<file path="src/rtl/sha3_pad_absorb_if.sv">
// Message-in / block-out bus for sha3_pad_absorb. The xof input exists only when
// SHA3_PAD_XOF_EN is defined.
interface sha3_pad_absorb_if #(
  parameter int unsigned RATE_LANES = 17
);
  logic                       in_valid;
  logic                       in_ready;
  logic [63:0]                in_data;
  logic                       in_last;
  logic [3:0]                 in_nbytes;
  logic                       blk_valid;
  logic                       blk_ready;
  logic [RATE_LANES*64-1:0]   blk_lanes;
  logic                       blk_last;
`ifdef SHA3_PAD_XOF_EN
  logic                       xof;
`endif

  modport master (
    output in_valid, in_data, in_last, in_nbytes, blk_ready,
`ifdef SHA3_PAD_XOF_EN
    output xof,
`endif
    input  in_ready, blk_valid, blk_lanes, blk_last
  );

  modport slave (
    input  in_valid, in_data, in_last, in_nbytes, blk_ready,
`ifdef SHA3_PAD_XOF_EN
    input  xof,
`endif
    output in_ready, blk_valid, blk_lanes, blk_last
  );
endinterface

</file>
<file path="src/rtl/sha3_pad_absorb.sv">
// SHA-3 pad10*1 + domain-byte padding and rate-block assembly ahead of Keccak-f[1600].
// Define SHA3_PAD_XOF_EN to add the xof input that selects the SHAKE domain byte 8'h1F.
module sha3_pad_absorb #(
  parameter int unsigned RATE_LANES = 17,
  parameter logic [7:0]  DS         = 8'h06
) (
  input logic               clk,
  input logic               rst,
  sha3_pad_absorb_if.slave  bus
);
  localparam int unsigned CntW = $clog2(RATE_LANES);

  typedef enum logic [1:0] {StFill, StEmit, StExtra} state_e;

  state_e          state_q, state_d;
  logic [CntW-1:0] lane_cnt_q, lane_cnt_d;
  logic [63:0]     lanes_q [RATE_LANES];
  logic [63:0]     lanes_d [RATE_LANES];
  logic            blk_last_q, blk_last_d;
  logic            extra_pend_q, extra_pend_d;
  logic [3:0]      nb;
  logic [7:0]      dom_in;
  logic [7:0]      dom_extra;
  int unsigned     cnt;

  assign cnt = 32'(lane_cnt_q);
  assign nb  = (bus.in_nbytes > 4'd8) ? 4'd8 : bus.in_nbytes;

`ifdef SHA3_PAD_XOF_EN
  logic [7:0] dom_q, dom_d;
  assign dom_in    = bus.xof ? 8'h1F : DS;
  assign dom_extra = dom_q;
`else
  assign dom_in    = DS;
  assign dom_extra = DS;
`endif

  // Keep bytes below n, place the domain byte at n, zero the rest.
  function automatic logic [63:0] pad_word(logic [63:0] d, logic [3:0] n, logic [7:0] dom);
    logic [63:0] w;
    w = '0;
    for (int b = 0; b < 8; b++) begin
      if (b < 32'(n))       w[8*b +: 8] = d[8*b +: 8];
      else if (b == 32'(n)) w[8*b +: 8] = dom;
    end
    return w;
  endfunction

  always_comb begin
    state_d      = state_q;
    lane_cnt_d   = lane_cnt_q;
    lanes_d      = lanes_q;
    blk_last_d   = blk_last_q;
    extra_pend_d = extra_pend_q;
`ifdef SHA3_PAD_XOF_EN
    dom_d        = dom_q;
`endif
    unique case (state_q)
      StFill: begin
        if (bus.in_valid) begin
          if (!bus.in_last) begin
            lanes_d[lane_cnt_q] = bus.in_data;
            if (lane_cnt_q == CntW'(RATE_LANES - 1)) begin
              lane_cnt_d = '0;
              blk_last_d = 1'b0;
              state_d    = StEmit;
            end else begin
              lane_cnt_d = lane_cnt_q + 1'b1;
            end
          end else begin
            lane_cnt_d = '0;
            state_d    = StEmit;
            if (lane_cnt_q == CntW'(RATE_LANES - 1) && nb == 4'd8) begin
              // Full final lane: padding needs a whole extra block.
              lanes_d[lane_cnt_q] = bus.in_data;
              blk_last_d          = 1'b0;
              extra_pend_d        = 1'b1;
`ifdef SHA3_PAD_XOF_EN
              dom_d               = dom_in;
`endif
            end else begin
              for (int unsigned i = 0; i < RATE_LANES; i++) begin
                if (i == cnt) begin
                  lanes_d[i] = pad_word(bus.in_data, nb, dom_in);
                end else if (i > cnt) begin
                  lanes_d[i] = (i == cnt + 1 && nb == 4'd8) ? {56'h0, dom_in} : 64'h0;
                end
              end
              lanes_d[RATE_LANES-1][63:56] = lanes_d[RATE_LANES-1][63:56] | 8'h80;
              blk_last_d = 1'b1;
            end
          end
        end
      end
      StEmit: begin
        if (bus.blk_ready) begin
          blk_last_d = 1'b0;
          state_d    = extra_pend_q ? StExtra : StFill;
        end
      end
      StExtra: begin
        for (int unsigned i = 0; i < RATE_LANES; i++) lanes_d[i] = 64'h0;
        lanes_d[0]            = {56'h0, dom_extra};
        lanes_d[RATE_LANES-1] = {8'h80, 56'h0};
        blk_last_d            = 1'b1;
        extra_pend_d          = 1'b0;
        state_d               = StEmit;
      end
      default: state_d = StFill;
    endcase
  end

  always_ff @(posedge clk or posedge rst) begin
    if (rst) begin
      state_q      <= StFill;
      lane_cnt_q   <= '0;
      blk_last_q   <= 1'b0;
      extra_pend_q <= 1'b0;
      for (int unsigned i = 0; i < RATE_LANES; i++) lanes_q[i] <= 64'h0;
`ifdef SHA3_PAD_XOF_EN
      dom_q        <= DS;
`endif
    end else begin
      state_q      <= state_d;
      lane_cnt_q   <= lane_cnt_d;
      blk_last_q   <= blk_last_d;
      extra_pend_q <= extra_pend_d;
      lanes_q      <= lanes_d;
`ifdef SHA3_PAD_XOF_EN
      dom_q        <= dom_d;
`endif
    end
  end

  // rst gates in_ready so every output reads 0 while reset is held.
  assign bus.in_ready  = (state_q == StFill) && !rst;
  assign bus.blk_valid = (state_q == StEmit);
  assign bus.blk_last  = blk_last_q;

  // Lane storage doubles as the fill buffer, so only expose it while emitting.
  always_comb begin
    bus.blk_lanes = '0;
    for (int unsigned i = 0; i < RATE_LANES; i++) begin
      bus.blk_lanes[64*i +: 64] = (state_q == StEmit) ? lanes_q[i] : 64'h0;
    end
  end
endmodule

</file>
<file path="src/flat_wrapper.sv">
// flat-port wrapper written by rule: the top's interface ports become plain ports
module sha3_pad_absorb_flat 
#(
  parameter int unsigned RATE_LANES = 17,
  parameter logic [7:0]  DS         = 8'h06
)
  (clk, rst, bus_in_valid, bus_in_data, bus_in_last, bus_in_nbytes, bus_blk_ready, bus_in_ready, bus_blk_valid, bus_blk_lanes, bus_blk_last);
  sha3_pad_absorb_if #(.RATE_LANES(RATE_LANES)) bus_i ();
  input logic clk;
  input logic rst;
  input wire logic [$bits(bus_i.in_valid)-1:0] bus_in_valid;
  input wire logic [$bits(bus_i.in_data)-1:0] bus_in_data;
  input wire logic [$bits(bus_i.in_last)-1:0] bus_in_last;
  input wire logic [$bits(bus_i.in_nbytes)-1:0] bus_in_nbytes;
  input wire logic [$bits(bus_i.blk_ready)-1:0] bus_blk_ready;
  output wire logic [$bits(bus_i.in_ready)-1:0] bus_in_ready;
  output wire logic [$bits(bus_i.blk_valid)-1:0] bus_blk_valid;
  output wire logic [$bits(bus_i.blk_lanes)-1:0] bus_blk_lanes;
  output wire logic [$bits(bus_i.blk_last)-1:0] bus_blk_last;
  assign bus_i.in_valid = bus_in_valid;
  assign bus_i.in_data = bus_in_data;
  assign bus_i.in_last = bus_in_last;
  assign bus_i.in_nbytes = bus_in_nbytes;
  assign bus_i.blk_ready = bus_blk_ready;
  assign bus_in_ready = bus_i.in_ready;
  assign bus_blk_valid = bus_i.blk_valid;
  assign bus_blk_lanes = bus_i.blk_lanes;
  assign bus_blk_last = bus_i.blk_last;
  sha3_pad_absorb #(.RATE_LANES(RATE_LANES), .DS(DS)) u_core (.clk(clk), .rst(rst), .bus(bus_i));
endmodule
</file>
<file path="config.mk">
export PLATFORM = sky130hd
export DESIGN_NAME = sha3_pad_absorb_flat
export DESIGN_NICKNAME = d
export VERILOG_FILES = /design/src/rtl/sha3_pad_absorb_if.sv /design/src/rtl/sha3_pad_absorb.sv /design/src/flat_wrapper.sv
export SDC_FILE = /design/constraint.sdc
export NUM_CORES = 2
export LEC_CHECK = 0
export CAP_MARGIN = 20
export CORE_AREA = 3 3 450 452
export CTS_BUF_LIST = sky130_fd_sc_hd__clkbuf_4 sky130_fd_sc_hd__clkbuf_8
export DETAILED_ROUTE_END_ITERATION = 7
export DIE_AREA = 0 0 453 455
export GPL_ROUTABILITY_DRIVEN = 0
export PLACE_DENSITY_LB_ADDON = 0.1
export SYNTH_ARGS = -nofsm -noshare
export SYNTH_HDL_FRONTEND = slang
export SYNTH_SLANG_ARGS = --single-unit
</file>
<file path="constraint.sdc">
create_clock -name clk -period 106.9 [get_ports clk]
set_input_delay 16.035 -clock clk [delete_from_list [all_inputs] [get_ports clk]]
set_output_delay 16.035 -clock clk [all_outputs]
set_load 0.05 [all_outputs]
</file>
==> run metrics <==
outcome complete, no violations; Syn Area/Cell between 10 and 15 um2; R2R depth 9; CTS resizes 0; Worst EP required between 90,000 and 100,000 ps; syn_nets about 5,300; Max Slew Vio Count 0; FF/Latch Area 27,500 um2; global route overflow 0; Hold Path Cell Cnt 2; Row Count between 150 and 200; total chip power 1750 uW; slew margin rel. approximately 9.7%; Die Area 206,000 um2; Mapped Cells roughly 5,200; Critical path buffers and inverters 2; R2R Path End u_core.lanes_q[299]; Worst-Skew Late Latency between 900 and 1000 ps; Ys Warns 0; Static Leakage about 0.031 uW; crit share post-route 31.4%; number of synthesized register bits about 1,100; multi-input logic area approximately 24,000 um2; Worst path slowest cell clkdlybuf4s50_1; dominant cell type by area after synthesis dfrtp_1; clk sinks about 1,100; CP Cell Sequence clkdlybuf4s50_1 > nor2b_1 > clkdlybuf4s50_1; R2R Setup Slk around 100,000 ps; share of the synthesized area in the top cell type around 50%; CTS tree yes; Pwr per Cell Area 24.2 nW/um2; Max Clock Skew 50.8 ps; maximum capacitance violations 0; Final TNS setup 0 ps; CTS Hold Buffers Added 0; GRT Total Usage between 20 and 30%; post-layout min period roughly 34,000 ps; worst slew pin tran 1350 ps; Root Buffer clkbuf_8; postcts setup bufs 0; Starting Density a little over a quarter; WL/cell between 30 and 40 um; share of cells above drive strength 1 ~11%; htree depth 4; post-layout util about 36%; Post-synth EDFFs 0; vias in the first global route 47,500; Top delay family on crit path buffers and inverters; Hold Vio Cnt, Final 0; Area Growth Syn to Fin 34.9%; slowest stage delay, CP between 800 and 900 ps; Max Buffers Root-to-Sink 3; synth unique cells 97; Finished Cell Area 72,500 um2; total vias in the final route a little under 50,000; Min-Delay Startpoint u_core.lanes_q[545]; Crit path arrival time 17,520 ps; Placed Area roughly 70,000 um2; first-pass GRT wire length 412 mm; Area contributors post-synth dfrtp_1 51%, a22o_1 13%, and2_1 13%; Post-DRT Antenna Nets 0; initial drt markers 5,131; Residual DRC 0; Core Region about 200,000 um2; Synth Cell Area roughly 54,000 um2; Fillers between 20,000 and 25,000; type of origin of the critical path input pin; Clock transition at path regs 60 ps; VDD IR max roughly 24 uV; register area share after synthesis slightly above 50%; io pins between 1,000 and 1,500; RR Startpoint u_core.lane_cnt_q[1]; Die Ht around 460 um; number of buffers created by CTS between 200 and 250; ys async rst share 100%; initial antenna violation count 28; Main synth FF type dfrtp_1; die extent in x about 450 um; Port Buf Inserts ~1,200; RSZ-0062 raised after global routing false; Routed WL about 300 mm; final net count ~6,300; vias per std cell approximately 5.4; most common cell after layout, fill and taps aside clkdlybuf4s50_1; critical path endpoint category output pin; largest net degree at the start of global routing between 200 and 300; CP Max Fanout 2; fmax roughly 30 MHz; Tightest Hold Check Type flip-flop to flip-flop; Hold EP u_core.lanes_q[545]; Setup Viol. Count Final 0; most frequent cells in the layout 1,153 x clkdlybuf4s50_1, 1,099 x and2_1, 1,097 x dfrtp_1; drt first pass iters 6; most used cell, CP clkdlybuf4s50_1; CP Class input pin to output pin; HPWL Detailed roughly 220 mm
-- worst max-delay path by stage --
stage,startpoint,to,cells past startpoint
after global routing,rst,bus_in_ready,3
after global placement,rst,bus_in_ready,3
after detailed placement,rst,bus_in_ready,3
after floorplan,rst,u_core.bus.blk_last,1
after CTS,rst,bus_in_ready,3
final,rst,bus_in_ready,3
-- Yosys cell counts, drive strengths merged, types with 11 or more instances --
| library cell | count |
|---|---|
| and2 | 1101 |
| dfrtp | 1097 |
| a22o | 804 |
| nor2 | 322 |
| clkbuf | 321 |
| nand2 | 261 |
| a21oi | 200 |
| o21ai | 197 |
| buf | 189 |
| o22ai | 110 |
| mux2i | 78 |
| nand3 | 52 |
| a32o | 36 |
| nor2b | 33 |
| nor3 | 33 |
| a211oi | 27 |
| o31ai | 25 |
| a22oi | 23 |
| o211ai | 22 |
| o22a | 21 |
| inv | 20 |
| mux2 | 17 |
| o2bb2ai | 15 |
| nand2b | 14 |
| a31oi | 12 |
| o221ai | 12 |
| or2 | 12 |
| a21boi | 11 |
| a21o | 11 |
| o2111ai | 11 |
-- worst min-delay path, stage by stage, from the launching register on --
cell and delay [ps]:
dfrtp_1 340, nand2_1 40, o21ai_0 60
-- logic make-up after synthesis --
group                    count (synthesis)  synth area share (%)
multiplexers                            95                  1.82
buffers and inverters                  530                  4.21
adder cells (fa/ha/maj)                 10                 0.233
AO/OA/AOI/OAI                         1589                  22.9
AND/OR/NAND/NOR                       1901                  19.8
flip-flops                            1097                  51.1
-- per-stage QoR --
step | worst slack [ps] | hold WS, ps | cells
after CTS | 73340 | 474 | 9037
after floorplan | 59980 | 440 | 5222
after global placement | 73240 | 455 | 8680
after detailed placement | 73340 | 464 | 8685
after global routing | 73290 | 491 | 9052
final | 73350 | 472 | 9056
-- where the power goes --
group	internal [uW]	switching (uW)	leakage, uW	total [uW]
sequential	489	43.7	0.0151	533
combinational	210	572	0.0140	782
clock	239	198	0.00226	437
total	939	813	0.0314	1750
-- registers in the layout, summed over array words and instances (netlist names) --
register and count:
u_core.lanes_q 1088, u_core.bus.blk_last 1, u_core.lane_cnt_q 5, u_core.state_q 2, u_core.extra_pend_q 1
-- per-layer routing --
metal	vias up	share of wire (%)	GRT usage, %
li1	20700	-	-
met1	25300	41	36.5
met2	2139	47	46.1
met3	481	6.7	5.52
met4	2	5.3	13.1
met5	-	0.0043	0
-- layout make-up --
| cell class | count | share of cell area (%) |
|---|---|---|
| tap | 2656 | 4.58 |
| sequential | 1097 | 37.9 |
| clock inverter | 29 | 0.428 |
| antenna | 9 | 0.0311 |
| multi-input combinational | 3595 | 33.6 |
| timing repair buffer | 1327 | 17.9 |
| clock buffer | 323 | 5.42 |
| inverter | 20 | 0.117 |
Power figures use the tool's default switching activity.
==> edit: new RTL, same flow settings <==
Reset style: synchronous (`rst`), changed in one clocked block.
--- a/src/rtl/sha3_pad_absorb.sv
+++ b/src/rtl/sha3_pad_absorb.sv
@@ -110,7 +110,7 @@
     endcase
   end
 
-  always_ff @(posedge clk or posedge rst) begin
+  always_ff @(posedge clk) begin
     if (rst) begin
       state_q      <= StFill;
       lane_cnt_q   <= '0;
Function: not settled (the Yosys comparison gave no result); the edit may change what the design does.
==> edit against the unedited design <==
Setup slack gained 3.5 ps. Global-route usage is 1.3 points higher. Sequential share of layout area fell by 5.8 points. Sequential cell count is the same. Wire length is 5.9% higher. Design area fell by 5.5%. Synthesized area shrank 7.9%. Via count rose by 2.6%. Critical endpoint unchanged.
Power is not compared: it rests on default switching activity, and its combinational part moved more than twofold at a synthesized area within 25%.
==> edit: results (changes against the unedited design) <==
----------------------------------------------------
[Cells and area]
  Antenna diode count ... 24 (was 9)
  Seq area share ... 32.1% (was 37.9%)
  # nets final ... 6767 (was 6327)
  Fraction of layout instances using a drive strength above 1 ... 10.5% (was 10.7%)
  Combined area of the multi-input logic cells ... 0.0256 mm^2 (was 0.0244 mm^2)
  Area growth from synthesis to layout ... 38.5% (was 34.9%)
  Clock buffer instance count of the final layout ... 343 (was 323)
  Non-clock buffer count ... 1354 (was 1327)
  Portion of the layout cell area used by clock cells ... 6.63% (was 5.85%)
  Multi-In Gates ... 4012 (was 3595)
  Layout filler cell count ... 20800 (was 20100)

[Yosys]
  Share of cell area taken by muxes after synthesis ... 2.00% (was 1.82%)
  Synthesized area ... 0.0495 mm^2 (was 0.0538 mm^2)
  Unique cell type count in the Yosys netlist ... 81 (was 97)
  Ranking of synthesized cells by instance count ... sky130_fd_sc_hd__and2_1, sky130_fd_sc_hd__dfxtp_1, sky130_fd_sc_hd__nor2_1 (was sky130_fd_sc_hd__and2_1, sky130_fd_sc_hd__dfrtp_1, sky130_fd_sc_hd__a22o_1)
  Async SR Flop Fraction ... 0% (was 100%)
  Post-synthesis adder-cell area fraction ... 0.253% (was 0.233%)
  Compound-gate portion of the synthesized area ... 24.4% (was 22.9%)
  Synth top area cells ... sky130_fd_sc_hd__dfxtp_1, sky130_fd_sc_hd__and2_1, sky130_fd_sc_hd__a22o_1 (was sky130_fd_sc_hd__dfrtp_1, sky130_fd_sc_hd__a22o_1, sky130_fd_sc_hd__and2_1)
  Post-synthesis xor/xnor area fraction ... 0.0354% (was 0%)
  Sequential-to-total area share from yosys stat ... 44.4% (was 51.1%)
  Post-Synthesis Mean Instance Area ... 8.74 um^2 (was 10.3 um^2)

[Place]
  Post-detailed-placement cell area ... 0.0638 mm^2 (was 0.0680 mm^2)
  Final HPWL DP ... 224 mm (was 216 mm)
  Cell count after placement ... 9129 (was 8685)

[Routing]
  Number of violations reported at the end of detailed-routing iteration 0 ... 4637 (was 5131)
  Highest routed metal layer ... met4 (was met5)
  Met2 Routed Length ... 153 mm (was 142 mm)
  Post-DR vias/cell ... 5.24 (was 5.37)
  DR WL/cell ... 33.8 um (was 33.5 um)
  Detailed-routed wire length on met3 ... 22.9 mm (was 20.4 mm)
  Wl on met1 ... 128 mm (was 125 mm)
  Vias ... 49900 (was 48600)

[Setup path]
  Arr. time, crit path ... 17510 ps (was 17520 ps)

[Global route]
  Via count of the first global-routing pass ... 47900 (was 47500)
  Met2 track utilization from global routing ... 49.6% (was 46.1%)
  Largest net degree at the start of global routing ... 287 (was 293)
  Met1 track utilization from global routing ... 35.3% (was 36.5%)
  First-pass GRT wire length ... 424 mm (was 412 mm)
  Initial antenna violation count ... 48 (was 28)
  Met3 capacity usage during global routing ... 7.14% (was 5.52%)

[Status]
  Status ... finished clean (unchanged)

[STA]
  Slew HR ... 2.21% (was 9.67%)

[Clock network]
  Number of hold buffers added after CTS ... 0 (unchanged)
  Number of buffers created by CTS ... 204 (was 203)

----------------------------------------------------
[edit: per-stage QoR]
| step | hold slack [ps] | setup WS (ps) |
|---|---|---|
| final | 447 | 73350 |
| after global placement | 427 | 73370 |
| after global routing | 468 | 73320 |
| after floorplan | 417 | 73320 |
| after CTS | 450 | 73370 |
| after detailed placement | 435 | 73380 |
[edit: worst paths after layout]
kind                        startpoint             endpoint  cells past startpoint
setup / recovery                   rst         bus_in_ready                      3
hold / removal     u_core.lanes_q[771]  u_core.lanes_q[771]                      2
setup reg to reg  u_core.lane_cnt_q[1]  u_core.lanes_q[825]                      9
hold reg to reg    u_core.lanes_q[771]  u_core.lanes_q[771]                      2
[edit: power by group]
group / switching [mW] / internal [mW] / total, mW
clock: 0.202 / 0.258 / 0.460
combinational: 0.101 / 0.0216 / 0.122
sequential: 0.00280 / 0.413 / 0.416
total: 0.305 / 0.693 / 0.998
